File: src/rtl/aoi21_bist_pkg.sv
// Shared types, widths and the golden AOI21 reference used by the BIST sequencer.
package aoi21_bist_pkg;

  localparam int unsigned VEC_W   = 3;
  localparam int unsigned NUM_VEC = 8;
  localparam int unsigned ERR_W   = 4;
  localparam int unsigned TMR_W   = 8;

  localparam logic [VEC_W-1:0] LAST_VEC = 3'd7;

  typedef enum logic [1:0] {
    StIdle,
    StSettle,
    StSample,
    StDone
  } state_e;

  // Vector is packed {A,B,C}.
  function automatic logic aoi21_golden(input logic [VEC_W-1:0] vec);
    return ~((vec[2] & vec[1]) | vec[0]);
  endfunction

endpackage

File: src/rtl/aoi21_bist_timer.sv
// Loadable down-counter that parks at zero; paces the per-vector settle time.
module aoi21_bist_timer #(
  parameter int unsigned WIDTH = 8
) (
  input  logic             CLK,
  input  logic             RST,
  input  logic             load,
  input  logic             en,
  input  logic [WIDTH-1:0] load_val,
  output logic [WIDTH-1:0] count,
  output logic             zero
);

  logic [WIDTH-1:0] count_q;
  logic [WIDTH-1:0] count_d;

  always_comb begin
    count_d = count_q;
    if (load) begin
      count_d = load_val;
    end else if (en && (count_q != '0)) begin
      count_d = count_q - 1'b1;
    end
  end

  always_ff @(posedge CLK or posedge RST) begin
    if (RST) begin
      count_q <= '0;
    end else begin
      count_q <= count_d;
    end
  end

  assign count = count_q;
  assign zero  = (count_q == '0);

endmodule

File: src/rtl/aoi21_bist_ctrl.sv
// BIST sequencer for one AOI21 cell: walks vectors 0..7, samples Y after a settle time,
// and reports pass/fail, a mismatch count and the first failing vector.
module aoi21_bist_ctrl
  import aoi21_bist_pkg::*;
#(
  parameter int unsigned SETTLE_CYCLES = 4
) (
  input  logic             CLK,
  input  logic             RST,
  input  logic             start,
  input  logic             abort,
  output logic             busy,
  output logic             done,
  output logic             pass,
  output logic             dut_a,
  output logic             dut_b,
  output logic             dut_c,
  input  logic             dut_y,
  output logic [ERR_W-1:0] err_count,
  output logic [VEC_W-1:0] fail_vec,
  output logic             fail_valid
);

  localparam logic [TMR_W-1:0] SettleLoad = TMR_W'(SETTLE_CYCLES - 1);

  state_e             state_q, state_d;
  logic [VEC_W-1:0]   vec_q, vec_d;
  logic [ERR_W-1:0]   err_q, err_d;
  logic [VEC_W-1:0]   fail_vec_q, fail_vec_d;
  logic               fail_valid_q, fail_valid_d;
  logic               pass_q, pass_d;

  logic               tmr_load;
  logic               tmr_en;
  logic               tmr_zero;
  logic [TMR_W-1:0]   tmr_count;
  logic               mismatch;

  aoi21_bist_timer #(
    .WIDTH (TMR_W)
  ) u_timer (
    .CLK      (CLK),
    .RST      (RST),
    .load     (tmr_load),
    .en       (tmr_en),
    .load_val (SettleLoad),
    .count    (tmr_count),
    .zero     (tmr_zero)
  );

  assign mismatch = (dut_y != aoi21_golden(vec_q));

  always_comb begin
    state_d      = state_q;
    vec_d        = vec_q;
    err_d        = err_q;
    fail_vec_d   = fail_vec_q;
    fail_valid_d = fail_valid_q;
    pass_d       = pass_q;
    tmr_load     = 1'b0;
    tmr_en       = 1'b0;

    unique case (state_q)
      StIdle, StDone: begin
        if (start) begin
          err_d        = '0;
          fail_vec_d   = '0;
          fail_valid_d = 1'b0;
          pass_d       = 1'b0;
          vec_d        = '0;
          tmr_load     = 1'b1;
          state_d      = StSettle;
        end else begin
          state_d = StIdle;
        end
      end

      StSettle: begin
        tmr_en = 1'b1;
        if (abort) begin
          state_d = StIdle;
        end else if (tmr_zero) begin
          state_d = StSample;
        end
      end

      StSample: begin
        // The check still counts on an aborted sample cycle.
        if (mismatch) begin
          err_d = err_q + 1'b1;
          if (!fail_valid_q) begin
            fail_vec_d   = vec_q;
            fail_valid_d = 1'b1;
          end
        end
        if (abort) begin
          state_d = StIdle;
        end else if (vec_q == LAST_VEC) begin
          pass_d  = (err_d == '0);
          state_d = StDone;
        end else begin
          vec_d    = vec_q + 1'b1;
          tmr_load = 1'b1;
          state_d  = StSettle;
        end
      end

      default: state_d = StIdle;
    endcase
  end

  always_ff @(posedge CLK or posedge RST) begin
    if (RST) begin
      state_q      <= StIdle;
      vec_q        <= '0;
      err_q        <= '0;
      fail_vec_q   <= '0;
      fail_valid_q <= 1'b0;
      pass_q       <= 1'b0;
    end else begin
      state_q      <= state_d;
      vec_q        <= vec_d;
      err_q        <= err_d;
      fail_vec_q   <= fail_vec_d;
      fail_valid_q <= fail_valid_d;
      pass_q       <= pass_d;
    end
  end

  logic drive_pins;
  assign drive_pins = (state_q == StSettle) || (state_q == StSample);

  assign busy       = drive_pins;
  assign done       = (state_q == StDone);
  assign pass       = pass_q;
  assign err_count  = err_q;
  assign fail_vec   = fail_vec_q;
  assign fail_valid = fail_valid_q;
  assign dut_a      = drive_pins & vec_q[2];
  assign dut_b      = drive_pins & vec_q[1];
  assign dut_c      = drive_pins & vec_q[0];

endmodule

File: config.mk
export PLATFORM = sky130hd
export DESIGN_NAME = aoi21_bist_ctrl
export DESIGN_NICKNAME = d
export VERILOG_FILES = /design/src/rtl/aoi21_bist_pkg.sv /design/src/rtl/aoi21_bist_timer.sv /design/src/rtl/aoi21_bist_ctrl.sv
export SDC_FILE = /design/constraint.sdc
export NUM_CORES = 1
export LEC_CHECK = 0
export CAP_MARGIN = 20
export CORE_MARGIN = 2
export CORE_UTILIZATION = 25
export CTS_CLUSTER_DIAMETER = 50
export CTS_CLUSTER_SIZE = 25
export DETAILED_ROUTE_END_ITERATION = 16
export GPL_ROUTABILITY_DRIVEN = 0
export HOLD_SLACK_MARGIN = 0.03
export RECOVER_POWER = 25
export SLEW_MARGIN = 5
export SYNTH_ARGS = -nofsm -noshare
export SYNTH_HDL_FRONTEND = slang
export SYNTH_SLANG_ARGS = --single-unit
export TNS_END_PERCENT = 5
File: constraint.sdc
create_clock -name CLK -period 1.7 [get_ports CLK]
set_input_delay 0.34 -clock CLK [delete_from_list [all_inputs] [get_ports CLK]]
set_output_delay 0.34 -clock CLK [all_outputs]
set_load 0.05 [all_outputs]
Yosys cells after proc, flatten, opt, wreduce, memory -nomap -nowiden
Cells that the tools add are included.
{"block": "classes", "add_sub_neg": 3, "n_eq_ne": 12, "n_mux": 30, "bitwise": 6, "n_reduce_logical": 14}
{"cell": "2-to-1 mux 8 bit", "n": 2}
{"cell": "2-to-1 mux 3 bit", "n": 5}
{"cell": "2-to-1 mux 4 bit", "n": 3}
{"cell": "!= test 2 bit, second input constant", "n": 6}
{"cell": "case mux 3 bit (2 select lines)", "n": 2}
{"cell": "AND reduction 4 bit", "n": 3}
{"cell": "2-to-1 mux 1 bit", "n": 9}
{"cell": "zero test 8 bit", "n": 1}
{"cell": "2-to-1 mux 2 bit", "n": 4}
{"cell": "case mux 4 bit (2 select lines)", "n": 1}
{"cell": "nonzero test 8 bit", "n": 1}
{"cell": "subtractor 8 x 1 -> 8 bit, second input constant", "n": 1}
{"cell": "case mux 1 bit (2 select lines)", "n": 3}
{"cell": "case mux 2 bit (3 select lines)", "n": 1}
{"cell": "adder 4 x 1 -> 4 bit, second input constant", "n": 1}
{"cell": "AND 1 bit", "n": 4}
{"cell": "equality test 2 bit, second input constant", "n": 2}
{"cell": "zero test 4 bit", "n": 1}
{"cell": "nonzero test 2 bit", "n": 2}
{"cell": "adder 3 x 1 -> 3 bit, second input constant", "n": 1}
{"cell": "equality test 3 bit, second input constant", "n": 1}
{"cell": "!= test 3 bit, second input constant", "n": 1}
{"cell": "AND reduction 3 bit", "n": 1}
{"cell": "equality test 2 x 1 -> 1 bit, second input constant", "n": 1}
{"cell": "other kinds (8)", "n": 8}
{"block": "word_totals", "ff_bits": 22, "out_inout_bits": 14, "word_cells": 72}

Longest topological paths before layout
{"block": "depth", "ltp_word": 10, "ltp_mapped": 8, "ltp_nobuf": 7}

Hierarchy
From an unflattened synthesis, not the netlist that was laid out.
{"block": "hier_totals", "hier_cells": 163, "hier_area_um2": 1502.7}
{"module": "aoi21_bist_ctrl", "instances": 1, "cells_per_inst": 110, "area_per_inst_um2": 1007.2}
{"module": "aoi21_bist_timer", "instances": 1, "cells_per_inst": 53, "area_per_inst_um2": 495.5}

Worst setup path before layout
No wires, ideal clock.
{"block": "synth_timing", "path_kind": "reg-to-output", "startpoint": "register state_q[0]", "endpoint": "output dut_a", "arrival_ns": 1.652, "required_time_ns": 1.360, "slack_ns": -0.292, "stages_incl_launch_ff": 5, "path_buffers": 1, "path_cell_list": "dfrtp_1 > inv_1 > ha_1 > clkbuf_1 > nor2b_1"}
{"block": "synth_between", "elab_chain_len": 3}
{"item": "start, declared", "line": "aoi21_bist_ctrl.sv:26", "rtl": "state_e state_q, state_d;"}
{"item": "start signal, assigned", "line": "aoi21_bist_ctrl.sv:114", "rtl": "state_q <= StIdle;"}
{"item": "start signal, assigned", "line": "aoi21_bist_ctrl.sv:121", "rtl": "state_q <= state_d;"}
{"item": "equality test 2 x 1 -> 1 bit or equality test 2 bit (tied branches)", "line": "aoi21_bist_ctrl.sv:131", "rtl": "assign drive_pins = (state_q == StSettle) || (state_q == StSample);"}
{"item": "logical OR 1 bit *", "line": "aoi21_bist_ctrl.sv:131"}
{"item": "AND 1 bit *", "line": "aoi21_bist_ctrl.sv:139", "rtl": "assign dut_a = drive_pins & vec_q[2];"}
{"item": "end, declared", "line": "aoi21_bist_ctrl.sv:15", "rtl": "output logic dut_a,"}
Mark *: on every way between the ends. The rest lies on a longest branch, timed or not.

Worst setup path in the final report
{"block": "layout_timing", "startpoint": "register state_q[0]", "endpoint": "output dut_c"}
{"block": "layout_between", "elab_chain_len": 3}
{"item": "equality test 2 x 1 -> 1 bit or equality test 2 bit (tied branches)", "line": "aoi21_bist_ctrl.sv:131"}
{"item": "logical OR 1 bit *", "line": "aoi21_bist_ctrl.sv:131"}
{"item": "AND 1 bit *", "line": "aoi21_bist_ctrl.sv:141", "rtl": "assign dut_c = drive_pins & vec_q[0];"}
{"item": "end, declared", "line": "aoi21_bist_ctrl.sv:17", "rtl": "output logic dut_c,"}
Marked as above.

==> results.md <==
* Status: complete, no violations
* Slowest stage cell, crit path: dfrtp_1
* CP cell instances: inv_2, ha_4, buf_6, nor2_4, buf_12
* IO Count at 19
* Layout cells sized above 1 at between 30 and 40%
* Fin Hold WS at 0.544 ns
* Post-synth EDFFs at 0
* Main synth FF type: dfrtp_1
* Switch share at a little over two fifths
* DR pass1 iterations at 4
* Final WS setup at 0.00989 ns
* Tightest Pin Transition at 0.582 ns
* Yosys reg bits at 22
* Async set-reset flop share out of synthesis at 100%
* Total Nets Final at 225
* Cell area after synthesis at 0.00149 mm²
* Largest net degree at the start of global routing at 23
* Initial drt markers at 77
* Peak supply drop at 0.610 mV
* Final hold violation count at 0
* Global Route met1 Usage at 16.3%
* Synth top area share at 36.9%
* Initial antenna violation count at 0
* Total leakage power at 0.944 nW
* Routed Antenna Nets at 0
* Critical path peak fanout at 4
* Synth warnings at 0
* Synthesized net count at 178
* Post-Route WL at 3.61 mm
* Power per standard cell area at 1390 mW/mm²
* Sequential power share at roughly a quarter
* Clk_lat worst skew at around 0.26 ns
* DR vias at 1336
* Clock sinks at 22
* Post-cts hold buffer count at 0
* Count of cell types in the netlist at 41
* Clock buffer depth at 2
* DR DRC count at 0
* IO buf count at 18
* CTS root buf: clkbuf_8
* Kind of critical path: reg2out
* Clock transition at path regs at around 0.09 ns
* Congestion Overflow GR at 0
* Setup violators final at 0
* Critical Path RT at about 1.4 ns
* Ant. Diodes at 0
* Sw Pwr at 1.30 mW
* First-pass GRT wire length at 6.04 mm
* Core region area at 0.00585 mm²
* Largest area contributor in the netlist: dfrtp_1
* Vias in the first global route at 1244
* GR Layer Usage met2 at around a fifth
* Top cells by area, synth: dfrtp_1 37%, ha_1 7.6%, nor2_1 5.0%
* Tot GR Track Use at 11.8%
* Initial core utilization at 25.5%
* Busiest grt layer: met2
* Post-Place Cells at between 200 and 300
* F_max at roughly 0.59 GHz
* Delay-heaviest family, CP: flip-flops
* CTS tree: built
* Max-cap violations at 0
* Period utilisation layout at 99.4%
* Vias per cell at 4.69
* Wire per inst at 12.7 µm
* Area delta synth->final at 47.1%
* Power share of the combinational group at about 63%
* Crit end category: output port
* Die X-Extent at a little over 80 µm
* Pre-CTS setup slack at -0.132 ns
* Max H-tree Level at 1
* Clock power frac at roughly an eighth
* Rows at 28
* Pins Over Slew Limit at 0
* RSZ-0062 raised after global routing: yes
* Final Instance Count excl. Fillers at around 290
* GR Layer Usage met3 at 0.889%
* Int Pwr at 1.75 mW
* Startpoint types: flip-flop
* Final core occ at between 30% and 40%
* Worst EP arrival at 1.35 ns
* Final critical-path required period at 1.69 ns
* Post-Synthesis Cells at 164
* Worst hold path type: reg2reg
* Syn Area/Cell at 9.09 µm²
* Worst reg2reg setup slack at 0.04 ns
* Die height at 81.2 µm
* Register area share after synthesis at 36.9%
* Clock Skew at 0.00220 ns
* Slew margin rel. at around three fifths
* Largest stage delay, worst path at 0.39 ns
* Final HPWL DP at 2.69 mm
* Bufs and invs on worst path at 3
* Die ar. at approximately 0.0066 mm²
* Clock buffer count from CTS at 3
[through the flow]
stage          total power [mW]  area [µm²]  TNS [ns]
5_1_grt                    3.26        2190    -0.218
3_5_place_dp               2.42        2000    -0.492
6_report                   3.05        2190         0
2_1_floorplan              1.76        1510    -0.394
3_3_place_gp               2.40        2000    -0.304
4_1_cts                    2.90        2100   -0.0156
[placed cells by master (no fill, tap or decap), drive strengths merged]
master         synthesis  layout
a2111oi                1       1
a21o                   2       2
a21oi                 12      12
a22o                   2       2
a22oi                  3       3
and2b                  1       1
and3                   1       1
buf                    4      42
clkbuf                 1       5
clkdlybuf4s50          0       3
clkinv                 1       1
dfrtp                 22      22
dlygate4sd3            0       1
ha                     9       9
inv                    7       7
mux2i                  3       3
nand2                 17      17
nand2b                 3       3
nand3                 12      12
nand4b                 1       1
nor2                  22      22
nor2b                  3       3
nor3                   6       6
nor4                   1       1
nor4b                  1       1
o211ai                 2       2
o21ai                 15      15
o311a                  1       1
o31ai                  1       1
o41ai                  1       1
or4b                   1       1
xnor2                  4       4
xor2                   4       4
[power by group through the flow]
stage | Clock [mW] | Sequential [mW] | Combinational (mW)
after global routing | 0.418 | 0.771 | 2.07
final | 0.387 | 0.756 | 1.91
after detailed placement | 0 | 0.759 | 1.67
after global placement | 0 | 0.756 | 1.65
after floorplan | 0 | 0.815 | 0.949
after CTS | 0.395 | 0.752 | 1.75
[Yosys cell counts (3+ instances only)]
cell      number
dfrtp_1       22
nor2_1        20
nand2_1       16
nand3_1       12
a21oi_1       11
o21ai_0       11
ha_1           9
inv_1          7
nor3_1         5
a22oi_1        3
buf_2          3
mux2i_1        3
nand2b_1       3
nor2b_1        3
o21ai_1        3
xnor2_1        3
xor2_1         3
[state kept, by name, summed over array words and instances (netlist names)]
| name | count |
|---|---|
| u_timer.count | 8 |
| fail_vec | 3 |
| err_count | 4 |
| vec_q | 3 |
| fail_valid | 1 |
| state_q | 2 |
| pass | 1 |
[repair_timing]
| item | 4_1_cts | 5_1_grt |
|---|---|---|
| gates resized for setup | 6 | 12 |
| buffers inserted | 1 | 5 |
| setup endpoints to repair | 4 | 15 |
| hold endpoints to repair | 0 | 0 |
| cloned | 0 | 0 |
| pin swaps | 0 | 3 |
[routing by layer]
layer	wire length (µm)	up-vias
met2	1760	17
met4	49	0
met5	0	-
met1	1710	647
met3	80	2
li1	-	670
[final cells by class]
type,instances,area (µm²)
Clock buffer,4,55.1
Fill cell,570,3660
Inverter,8,30.0
Multi-Input combinational cell,129,980
Sequential cell,22,554
Tap cell,75,93.8
Timing Repair Buffer,47,480
[tightest hold or removal path, stage by stage (launching register included)]
cell and delay [ns]:
dfrtp_1 0.38, nand2_1 0.06, o21ai_1 0.07
[logic make-up (layout without fill, tap and decap cells)]
group	Yosys count	in the layout	share of synthesized area [%]
AO/OA/AOI/OAI	40	40	19.4
XOR/XNOR	8	8	6.46
adder cells (fa/ha/maj)	9	9	7.55
buffers and inverters	13	59	3.52
flip-flops	22	22	36.9
multiplexers	3	3	2.01
AND/OR/NAND/NOR	69	69	24.2
[final timing paths]
path                                          start                      endpoint  cells after the start
max reg2reg                err_count[0]$_DFFE_PP0P_              pass$_DFFE_PP0P_                      5
min in group asynchronous                       RST  u_timer.count[4]$_DFFE_PP0P_                      3
min                         fail_vec[1]$_DFFE_PP0P_       fail_vec[1]$_DFFE_PP0P_                      2
max                          state_q[0]$_DFFE_PP0P_                         dut_c                      5
max in group asynchronous                       RST      err_count[0]$_DFFE_PP0P_                      3
min reg2reg                 fail_vec[1]$_DFFE_PP0P_       fail_vec[1]$_DFFE_PP0P_                      2
(Power assumes the default switching activity.)
